## src/rtl/mem_arb_pkg.sv

```systemverilog
// mem_arb_pkg: shared types and constants for the fetch/data memory port arbiter
package mem_arb_pkg;
  typedef enum logic [1:0] {IDLE, BUSY_IF, BUSY_D} state_t;
  typedef enum logic {OWN_IF, OWN_D} owner_t;
  localparam logic [1:0] SZ_BYTE = 2'd0;
  localparam logic [1:0] SZ_HALF = 2'd1;
  localparam logic [1:0] SZ_WORD = 2'd2;
  localparam logic CMD_WE_NONE = 1'b0;
  localparam logic [1:0] CMD_SIZE_NONE = SZ_BYTE;
endpackage

```

## src/rtl/mem_port_arbiter_if.sv

```systemverilog
// mem_port_arbiter_if: fetch, data and memory handshakes of the arbiter
// Ports: fetch (if_req/if_addr in, if_gnt/if_rvalid/if_rdata/if_stall out),
// data (d_req/d_we/d_size/d_addr/d_wdata in, d_gnt/d_rvalid/d_rdata/d_stall out),
// memory (mem_req/mem_we/mem_size/mem_addr/mem_wdata out, mem_rvalid/mem_rdata in);
// slave is the arbiter's view, master the requesters' and memory's view.
interface mem_port_arbiter_if #(
  parameter int DATAW = 32
);
  logic             if_req;
  logic [DATAW-1:0] if_addr;
  logic             if_gnt;
  logic             if_rvalid;
  logic [DATAW-1:0] if_rdata;
  logic             if_stall;
  logic             d_req;
  logic             d_we;
  logic [1:0]       d_size;
  logic [DATAW-1:0] d_addr;
  logic [DATAW-1:0] d_wdata;
  logic             d_gnt;
  logic             d_rvalid;
  logic [DATAW-1:0] d_rdata;
  logic             d_stall;
  logic             mem_req;
  logic             mem_we;
  logic [1:0]       mem_size;
  logic [DATAW-1:0] mem_addr;
  logic [DATAW-1:0] mem_wdata;
  logic             mem_rvalid;
  logic [DATAW-1:0] mem_rdata;
  modport slave (
    input  if_req, if_addr, d_req, d_we, d_size, d_addr, d_wdata, mem_rvalid, mem_rdata,
    output if_gnt, if_rvalid, if_rdata, if_stall, d_gnt, d_rvalid, d_rdata, d_stall,
           mem_req, mem_we, mem_size, mem_addr, mem_wdata
  );
  modport master (
    output if_req, if_addr, d_req, d_we, d_size, d_addr, d_wdata, mem_rvalid, mem_rdata,
    input  if_gnt, if_rvalid, if_rdata, if_stall, d_gnt, d_rvalid, d_rdata, d_stall,
           mem_req, mem_we, mem_size, mem_addr, mem_wdata
  );
endinterface

```

## src/rtl/mem_arb_wait_ctr.sv

```systemverilog
// mem_arb_wait_ctr: saturating wait counter with clear, enable and timeout compare
// Ports: clock; reset (sync, active-high); clr zeroes the count and wins over en;
// en advances the count, which stops at TIMEOUT; tmo is high while the count equals TIMEOUT.
module mem_arb_wait_ctr #(
  parameter int TIMEOUT = 15
) (
  input  logic clock,
  input  logic reset,
  input  logic clr,
  input  logic en,
  output logic tmo
);
  localparam int CW = $clog2(TIMEOUT + 1);
  localparam logic [CW-1:0] LIMIT = CW'(TIMEOUT);
  logic [CW-1:0] count;
  always_ff @(posedge clock)
    count <= (reset | clr) ? '0 : (en & (count != LIMIT)) ? count + CW'(1) : count;
  assign tmo = count == LIMIT;
endmodule

```

## src/rtl/mem_port_arbiter.sv

```systemverilog
// mem_port_arbiter: one-in-flight arbiter of a single memory port between fetch and data
// Ports: clock; reset (sync, active-high); bus (mem_port_arbiter_if.slave) with the fetch,
// data and memory handshakes; err_spurious / err_timeout are sticky error flags.
// Build option MEM_ARB_RR_EN: round-robin between requesters instead of data-over-fetch priority.
module mem_port_arbiter
  import mem_arb_pkg::*;
#(
  parameter int DATAW   = 32,
  parameter int TIMEOUT = 15
) (
  input  logic              clock,
  input  logic              reset,
  mem_port_arbiter_if.slave bus,
  output logic              err_spurious,
  output logic              err_timeout
);
  state_t state, state_nx;
  owner_t win;
  logic busy, tmo, done, free, gnt, ig, dg, irv, drv;
  assign busy = state != IDLE;
  assign done = busy & (bus.mem_rvalid | tmo);
  // A timeout outranks a response landing in the same cycle and blocks re-grant.
  assign free = !busy | (bus.mem_rvalid & !tmo);
  assign gnt  = !reset & free & (bus.if_req | bus.d_req);
`ifdef MEM_ARB_RR_EN
  owner_t last_owner;
  assign win = (bus.if_req & bus.d_req) ? ((last_owner == OWN_IF) ? OWN_D : OWN_IF)
                                        : (bus.d_req ? OWN_D : OWN_IF);
  always_ff @(posedge clock)
    if (reset) last_owner <= OWN_IF;
    else if (gnt) last_owner <= win;
`else
  assign win = bus.d_req ? OWN_D : OWN_IF;
`endif
  // The counter sits at zero while idle and restarts on every completion, so a
  // back-to-back grant gets a full TIMEOUT window.
  mem_arb_wait_ctr #(.TIMEOUT(TIMEOUT)) u_ctr (
    .clock,
    .reset,
    .clr(!busy | done),
    .en (busy),
    .tmo
  );
  always_ff @(posedge clock)
    if (reset) begin
      state        <= IDLE;
      err_spurious <= 1'b0;
      err_timeout  <= 1'b0;
    end else begin
      state        <= state_nx;
      err_spurious <= err_spurious | (!busy & bus.mem_rvalid);
      err_timeout  <= err_timeout | (busy & tmo);
    end
  // Outputs are forced low during reset so a held request cannot leak a grant.
  always_comb begin
    ig            = gnt & (win == OWN_IF);
    dg            = gnt & (win == OWN_D);
    irv           = !reset & done & (state == BUSY_IF);
    drv           = !reset & done & (state == BUSY_D);
    state_nx      = gnt ? (dg ? BUSY_D : BUSY_IF) : done ? IDLE : state;
    bus.if_gnt    = ig;
    bus.d_gnt     = dg;
    bus.mem_req   = gnt;
    bus.mem_we    = dg ? bus.d_we : CMD_WE_NONE;
    bus.mem_size  = dg ? bus.d_size : ig ? SZ_WORD : CMD_SIZE_NONE;
    bus.mem_addr  = dg ? bus.d_addr : ig ? bus.if_addr : '0;
    bus.mem_wdata = dg ? bus.d_wdata : '0;
    bus.if_rvalid = irv;
    bus.d_rvalid  = drv;
    bus.if_rdata  = (irv & !tmo) ? bus.mem_rdata : '0;
    bus.d_rdata   = (drv & !tmo) ? bus.mem_rdata : '0;
    bus.if_stall  = !reset & bus.if_req & !irv;
    bus.d_stall   = !reset & bus.d_req & !drv;
  end
endmodule
```

## src/flat_wrapper.sv

```systemverilog
// flat-port wrapper written by rule: the top's interface ports become plain ports
module mem_port_arbiter_flat import mem_arb_pkg::*;
#(
  parameter int DATAW   = 32,
  parameter int TIMEOUT = 15
)
  (clock, reset, err_spurious, err_timeout, bus_if_req, bus_if_addr, bus_d_req, bus_d_we, bus_d_size, bus_d_addr, bus_d_wdata, bus_mem_rvalid, bus_mem_rdata, bus_if_gnt, bus_if_rvalid, bus_if_rdata, bus_if_stall, bus_d_gnt, bus_d_rvalid, bus_d_rdata, bus_d_stall, bus_mem_req, bus_mem_we, bus_mem_size, bus_mem_addr, bus_mem_wdata);
  mem_port_arbiter_if #(.DATAW(DATAW)) bus_i ();
  input  logic clock;
  input  logic reset;
  output logic err_spurious;
  output logic err_timeout;
  input wire logic [$bits(bus_i.if_req)-1:0] bus_if_req;
  input wire logic [$bits(bus_i.if_addr)-1:0] bus_if_addr;
  input wire logic [$bits(bus_i.d_req)-1:0] bus_d_req;
  input wire logic [$bits(bus_i.d_we)-1:0] bus_d_we;
  input wire logic [$bits(bus_i.d_size)-1:0] bus_d_size;
  input wire logic [$bits(bus_i.d_addr)-1:0] bus_d_addr;
  input wire logic [$bits(bus_i.d_wdata)-1:0] bus_d_wdata;
  input wire logic [$bits(bus_i.mem_rvalid)-1:0] bus_mem_rvalid;
  input wire logic [$bits(bus_i.mem_rdata)-1:0] bus_mem_rdata;
  output wire logic [$bits(bus_i.if_gnt)-1:0] bus_if_gnt;
  output wire logic [$bits(bus_i.if_rvalid)-1:0] bus_if_rvalid;
  output wire logic [$bits(bus_i.if_rdata)-1:0] bus_if_rdata;
  output wire logic [$bits(bus_i.if_stall)-1:0] bus_if_stall;
  output wire logic [$bits(bus_i.d_gnt)-1:0] bus_d_gnt;
  output wire logic [$bits(bus_i.d_rvalid)-1:0] bus_d_rvalid;
  output wire logic [$bits(bus_i.d_rdata)-1:0] bus_d_rdata;
  output wire logic [$bits(bus_i.d_stall)-1:0] bus_d_stall;
  output wire logic [$bits(bus_i.mem_req)-1:0] bus_mem_req;
  output wire logic [$bits(bus_i.mem_we)-1:0] bus_mem_we;
  output wire logic [$bits(bus_i.mem_size)-1:0] bus_mem_size;
  output wire logic [$bits(bus_i.mem_addr)-1:0] bus_mem_addr;
  output wire logic [$bits(bus_i.mem_wdata)-1:0] bus_mem_wdata;
  assign bus_i.if_req = bus_if_req;
  assign bus_i.if_addr = bus_if_addr;
  assign bus_i.d_req = bus_d_req;
  assign bus_i.d_we = bus_d_we;
  assign bus_i.d_size = bus_d_size;
  assign bus_i.d_addr = bus_d_addr;
  assign bus_i.d_wdata = bus_d_wdata;
  assign bus_i.mem_rvalid = bus_mem_rvalid;
  assign bus_i.mem_rdata = bus_mem_rdata;
  assign bus_if_gnt = bus_i.if_gnt;
  assign bus_if_rvalid = bus_i.if_rvalid;
  assign bus_if_rdata = bus_i.if_rdata;
  assign bus_if_stall = bus_i.if_stall;
  assign bus_d_gnt = bus_i.d_gnt;
  assign bus_d_rvalid = bus_i.d_rvalid;
  assign bus_d_rdata = bus_i.d_rdata;
  assign bus_d_stall = bus_i.d_stall;
  assign bus_mem_req = bus_i.mem_req;
  assign bus_mem_we = bus_i.mem_we;
  assign bus_mem_size = bus_i.mem_size;
  assign bus_mem_addr = bus_i.mem_addr;
  assign bus_mem_wdata = bus_i.mem_wdata;
  mem_port_arbiter #(.DATAW(DATAW), .TIMEOUT(TIMEOUT)) u_core (.clock(clock), .reset(reset), .bus(bus_i), .err_spurious(err_spurious), .err_timeout(err_timeout));
endmodule
```

## config.mk

```make
export PLATFORM = sky130hd
export DESIGN_NAME = mem_port_arbiter_flat
export DESIGN_NICKNAME = d
export VERILOG_FILES = /design/src/rtl/mem_arb_pkg.sv /design/src/rtl/mem_port_arbiter_if.sv /design/src/rtl/mem_arb_wait_ctr.sv /design/src/rtl/mem_port_arbiter.sv /design/src/flat_wrapper.sv
export SDC_FILE = /design/constraint.sdc
export NUM_CORES = 1
export LEC_CHECK = 0
export ABC_AREA = 1
export CORE_AREA = 5 5 104 106
export DETAILED_ROUTE_END_ITERATION = 10
export DIE_AREA = 0 0 109 111
export DONT_BUFFER_PORTS = 1
export GPL_TIMING_DRIVEN = 0
export REMOVE_ABC_BUFFERS = 1
export SLEW_MARGIN = 20
export SYNTH_ARGS = -nofsm -noshare
export SYNTH_HDL_FRONTEND = slang
export SYNTH_SLANG_ARGS = --single-unit
```

## constraint.sdc

```tcl
create_clock -name clock -period 1.95 [get_ports clock]
set_input_delay 0.2925 -clock clock [delete_from_list [all_inputs] [get_ports clock]]
set_output_delay 0.2925 -clock clock [all_outputs]
set_load 0.01 [all_outputs]
```

==> flow_summary.yaml, run 1 <==
layout:
  nFillCells: 1086
  fin_util: 0.237
  syn2layout_area_growth_pct: 24.2
  final_area_um2: 2290
  n_antenna_cell: 0
  drive_gt1_frac: 0.341
  fin_nets: 488
yosys:
  syn_area_per_cell_um2: 5.29
  syn_area_um2: 1850
  ys_warn_count: 0
  ys_types: 25
  ys_ff_latch: 8
  ys_seq_area_frac: 0.0867
  syn_inst: 349
detailed_routing:
  dr.pass1.iters: 4
  wl_met3_um: 710
  drc: 0
  wl_met2_um: 4720
  top_layer_used: "met4"
  vias: 2232
  vias_per_cell: 4.63
  met1_length_um: 3230
  wl_per_cell_um: 18.0
  final_antenna_net_count: 0
  drt_iter0_drc: 134
  wirelength_um: 8670
clock_network:
  cts_hold_buf: 0
  htree_levels: 1
  cts_tree: "yes"
  clk_pin_slew_ns: 0.04
  cts_buffers: 3
  clockRootBuffer: "clkbuf_8"
  clock_latency_ns: 0.22
  cts_sinks: 8
  max-clock-path-buffers: 2
place:
  dp.final_hpwl_um: 5860
  io_buffers: 0
  preCtsSetupSlack_ns: -0.513
  place.gp.congestion: 0.744
  dpl-instance-area_um2: 1830
global_route:
  antenna_found_initial: 0
  grt_pass1_wl_um: 11600
  overflow: 0
  grt_pass1_vias: 2082
  grt_max_degree: 38
  grt_use_total: 0.121
die:
  start_util: 0.191
  die_w_um: 109
  boundaryPins: 276
  die_h_um: 111
  core_um2: 9680
  dieArea_um2: 12100
  rows: 36
worst_setup_path:
  r2r_cells: 7
  worstSetupPathType: "register to primary output"
  worst_ep_arrival_time_ns: 1.60
  reg2reg_slack_ns: 0.57
  endpoint_kind: "primary output"
  cp_data_required_time_ns: 1.66
  critPathMaxFanout: 16
  worstSetupStartpointType: "register"
sta:
  finalSetupViolCount: 0
  rsz0062_at_grt: "yes"
  fin_worst_skew_ns: 0.00357
  max_freq_mhz: 530
  setup_ws_ns: 0.0618
  hold_viol: 0
  period_share: 0.968
  worst_slew_pin_slew_ns: 0.264
  drv_slew: 0
  maxSlewHeadroom: 0.824
  min_period_ns: 1.89
  timing.hold.ws_ns: 0.124
  tns_ns: 0
run:
  maxCapViolations: 0
min_path:
  hold-path-cell-count: 1
  min_path_type: "input port to register"
power:
  leakagePower_nw: 1.20
  ir_drop_v: 0.000304
  p_per_area_nw_per_um2: 329
outcome:
  status: "complete, no violations"
==> path summary, 6_finish.rpt <==
kind                                 startpoint                                  to
min reg2reg  u_core.u_ctr.count[0]$_SDFFE_PP0P_  u_core.u_ctr.count[0]$_SDFFE_PP0P_
max reg2reg        u_core.state[0]$_SDFFE_PP0P_        u_core.state[0]$_SDFFE_PP0P_
max          u_core.u_ctr.count[1]$_SDFFE_PP0P_                      bus_d_rdata[6]
min                                       reset        u_core.state[0]$_SDFFE_PP0P_
==> sequential cells by signal, summed over array words and instances (netlist names) <==
signal               cells
u_core.err_timeout       1
u_core.err_spurious      1
u_core.state             2
u_core.u_ctr.count       4
==> repair_timing <==
item	CTS	global route
endpoints found under the hold margin	0	0
gates resized for setup	21	50
buffers inserted	12	1
cloned	5	1
pin swaps	6	3
setup endpoints to repair	135	91
==> cell families (layout without fill, tap and decap cells) <==
kind of cell             Yosys count  count (layout)  synth area share
AND/OR/NAND/NOR                  228             232             0.606
XOR/XNOR                           2               2           0.00949
AO/OA/AOI/OAI                      5               5            0.0197
flip-flops                         8               8            0.0867
buffers and inverters            105             101             0.271
adder cells (fa/ha/maj)            1               1           0.00677
==> layer usage <==
metal,vias to the layer above,track usage
li1,1036,-
met2,145,0.238
met1,1049,0.137
met5,-,0
met3,2,0.0186
met4,0,0.0126
==> power breakdown <==
group | switching (mW) | internal, mW | total [mW] | leakage (nW)
logic | 0.272 | 0.108 | 0.380 | 1.11
registers | 0.0101 | 0.171 | 0.181 | 0.0664
clock network | 0.0607 | 0.133 | 0.194 | 0.0216
==> placed cells by master, fill, tap and decap left out, types with 4 or more instances in the layout <==
cell / instances
inv_1: 77
nand2_1: 63
nor2_2: 59
nor2_1: 41
nand4_1: 32
nor2_4: 10
buf_4: 10
nand2_2: 9
nand3_1: 6
dfxtp_1: 5
a21oi_1: 4
==> worst max-delay path, cell delays in order, from the launching register on <==
cell     delay (ns)
dfxtp_1        0.36
ha_4           0.17
nand3_4        0.08
nand2_2        0.10
nand3_2        0.10
inv_4          0.15
nand2_4        0.17
nor2_1         0.24
==> cell type report <==
type	count	area [µm²]	area share
multi-input combinational	240	1430	0.625
tap	133	166	0.0726
timing repair buffer	13	135	0.0589
clock buffer	3	41.3	0.0180
sequential	8	164	0.0715
timing repair inverter	2	20.0	0.00873
inverter	83	334	0.146
==> stage by stage <==
step / power (mW) / instances
global placement: 0.477 / 460
global route: 0.814 / 482
CTS: 0.750 / 480
detailed placement: 0.486 / 460
finish: 0.756 / 482
floorplan: 0.430 / 327
==> synthesized netlist by cell type (all sizes together) <==
master | count | area (µm²)
ha | 1 | 12.5
o21ai | 1 | 16.3
xor2 | 1 | 8.76
xnor2 | 1 | 8.76
a21oi | 4 | 20.0
nand3 | 9 | 67.6
inv | 83 | 314
nand4 | 34 | 243
nor2 | 110 | 500
buf | 20 | 179
nand2 | 75 | 309
clkbuf | 2 | 7.51
dfxtp | 8 | 160
(Power assumes the default switching activity.)
==> run 2, diff against run 1 <==
--- a/config.mk
+++ b/config.mk
@@ -10,7 +10,6 @@
 export DETAILED_ROUTE_END_ITERATION = 10
 export DIE_AREA = 0 0 109 111
 export DONT_BUFFER_PORTS = 1
-export GPL_TIMING_DRIVEN = 0
 export REMOVE_ABC_BUFFERS = 1
 export SLEW_MARGIN = 20
 export SYNTH_ARGS = -nofsm -noshare
==> run 2 against run 1 <==
Design area increased by 6.2%. Clock skew increased by 0.0011 ns. Clock power about the same. Critical path depth increased by 3. Critical endpoint is now bus_mem_addr[16]. Largest power group unchanged. Highest routed layer unchanged.
==> flow_summary.yaml, run 2 (same netlist as run 1, synthesis figures left out) <==
outcome:
  status: "complete, no violations"
sta:
  worst_slew_pin_slew_ns: 0.321
  tns_ns: 0
  maxSlewHeadroom: 0.786
  fin_worst_skew_ns: 0.00468
  hold_viol: 0
  finalSetupViolCount: 0
  min_period_ns: 1.91
  rsz0062_at_grt: "yes"
  period_share: 0.979
  timing.hold.ws_ns: 0.118
  max_freq_mhz: 524
  drv_slew: 0
worst_setup_path:
  crit_end: "bus_mem_addr[16]"
  worstSetupStartpointType: "register"
  reg2reg_from: "u_core.u_ctr.count[0]$_SDFFE_PP0P_"
  endpoint_kind: "primary output"
  crit_chain: "ha_4, inv_1, nor2_2, nand2_4, buf_4, nand4_4, buf_12, clkinv_8, nand2_1, nand2_2"
  r2r-end: "u_core.u_ctr.count[1]$_SDFFE_PP0P_"
  startpoint: "u_core.u_ctr.count[1]$_SDFFE_PP0P_"
  reg2reg_slack_ns: 0.60
  worst_path_largest_cell_delay_ns: 0.35
  r2r_cells: 6
  cp_data_required_time_ns: 1.66
  critPathMaxFanout: 5
  slowest_stage: "dfxtp_2"
  worst_ep_arrival_time_ns: 1.62
  worstSetupPathType: "register to primary output"
detailed_routing:
  drt_iter0_drc: 123
  wirelength_um: 8320
  vias_per_cell: 4.42
  met1_length_um: 3130
  dr.pass1.iters: 4
  top_layer_used: "met4"
  final_antenna_net_count: 0
  wl_met2_um: 4530
  wl_met3_um: 639
  vias: 2177
  wl_per_cell_um: 16.9
  drc: 0
clock_network:
  clk_pin_slew_ns: 0.04
  clockRootBuffer: "clkbuf_8"
  cts_tree: "yes"
  max-clock-path-buffers: 2
  cts_sinks: 8
  clock_latency_ns: 0.23
  htree_levels: 1
  cts_hold_buf: 0
  cts_buffers: 3
global_route:
  grt_max_degree: 38
  grt_use_total: 0.105
  overflow: 0
  grt_pass1_vias: 1974
  antenna_found_initial: 0
  grt_pass1_wl_um: 10400
power:
  p_per_area_nw_per_um2: 320
  leakagePower_nw: 1.25
  ir_drop_v: 0.000268
  p_total_uw: 778
die:
  dieArea_um2: 12100
  core_um2: 9680
  boundaryPins: 276
  die_h_um: 111
  rows: 36
  start_util: 0.191
  die_w_um: 109
layout:
  final_cell_mix: "inv_1 (77), nor2_2 (59), nand2_1 (44)"
  drive_gt1_frac: 0.417
  top_register: "u_core.u_ctr.count"
  syn2layout_area_growth_pct: 31.8
  fin_util: 0.251
  largest_registers: "u_core.u_ctr.count (4), u_core.state (2)"
  fin_nets: 499
  largest_reg_flops: 4
  final_common_cell: "inv_1"
  n_antenna_cell: 0
  final_area_um2: 2430
place:
  dp.final_hpwl_um: 5920
  io_buffers: 0
  dpl-instance-area_um2: 1980
  place.gp.congestion: 0.702
run:
  maxCapViolations: 0
min_path:
  min_path_type: "input port to register"
[run 2: worst min-delay path by stage]
stage,startpoint,end,cells past startpoint
6_report,reset,u_core.state[1]$_SDFFE_PP0P_,1
5_1_grt,reset,u_core.state[1]$_SDFFE_PP0P_,1
4_1_cts,reset,u_core.state[1]$_SDFFE_PP0P_,1
3_5_place_dp,reset,u_core.state[1]$_SDFFE_PP0P_,1
3_3_place_gp,reset,u_core.state[1]$_SDFFE_PP0P_,1
2_1_floorplan,reset,u_core.err_timeout$_SDFF_PP0_,1
[run 2: power by group]
group          leakage, nW  switching, mW  internal [mW]  total [mW]
Clock               0.0216         0.0637          0.134       0.197
Sequential          0.0679         0.0101          0.171       0.181
Combinational         1.16          0.277          0.123       0.400
[run 2: what timing repair did]
action,4_1_cts,5_1_grt
pin swaps,2,6
endpoints found under the setup margin,131,110
gates resized for setup,27,66
gates cloned,2,5
buffers inserted,1,5
[run 2: worst max-delay path, delay by kind of cell (launching register included)]
kind | cells | cell delay (ns)
adders and majority gates | 1 | 0.13
DFF | 1 | 0.35
and+or+nand+nor | 5 | 0.43
buffers and inverters | 4 | 0.46
[run 2: per-layer routing]
layer	vias up	global-route usage
li1	1062	-
met1	977	0.110
met2	136	0.213
met3	2	0.0227
met4	0	0.0101
met5	-	0
[run 2: cell type report]
| class | instances | area (µm²) |
|---|---|---|
| Timing Repair inverter | 4 | 42.5 |
| Tap cell | 133 | 166 |
| Multi-Input combinational cell | 239 | 1470 |
| Inverter | 83 | 332 |
| Clock buffer | 3 | 41.3 |
| Fill cell | 1067 | 7250 |
| Timing Repair Buffer | 23 | 218 |
| Sequential cell | 8 | 168 |
[run 2: metrics by stage]
step / cells / setup WS (ns)
after floorplan: 327 / -0.123
after global placement: 477 / 0.0953
after detailed placement: 477 / 0.0446
after CTS: 483 / -0.0140
after global routing: 493 / -0.0484
final: 493 / 0.0403
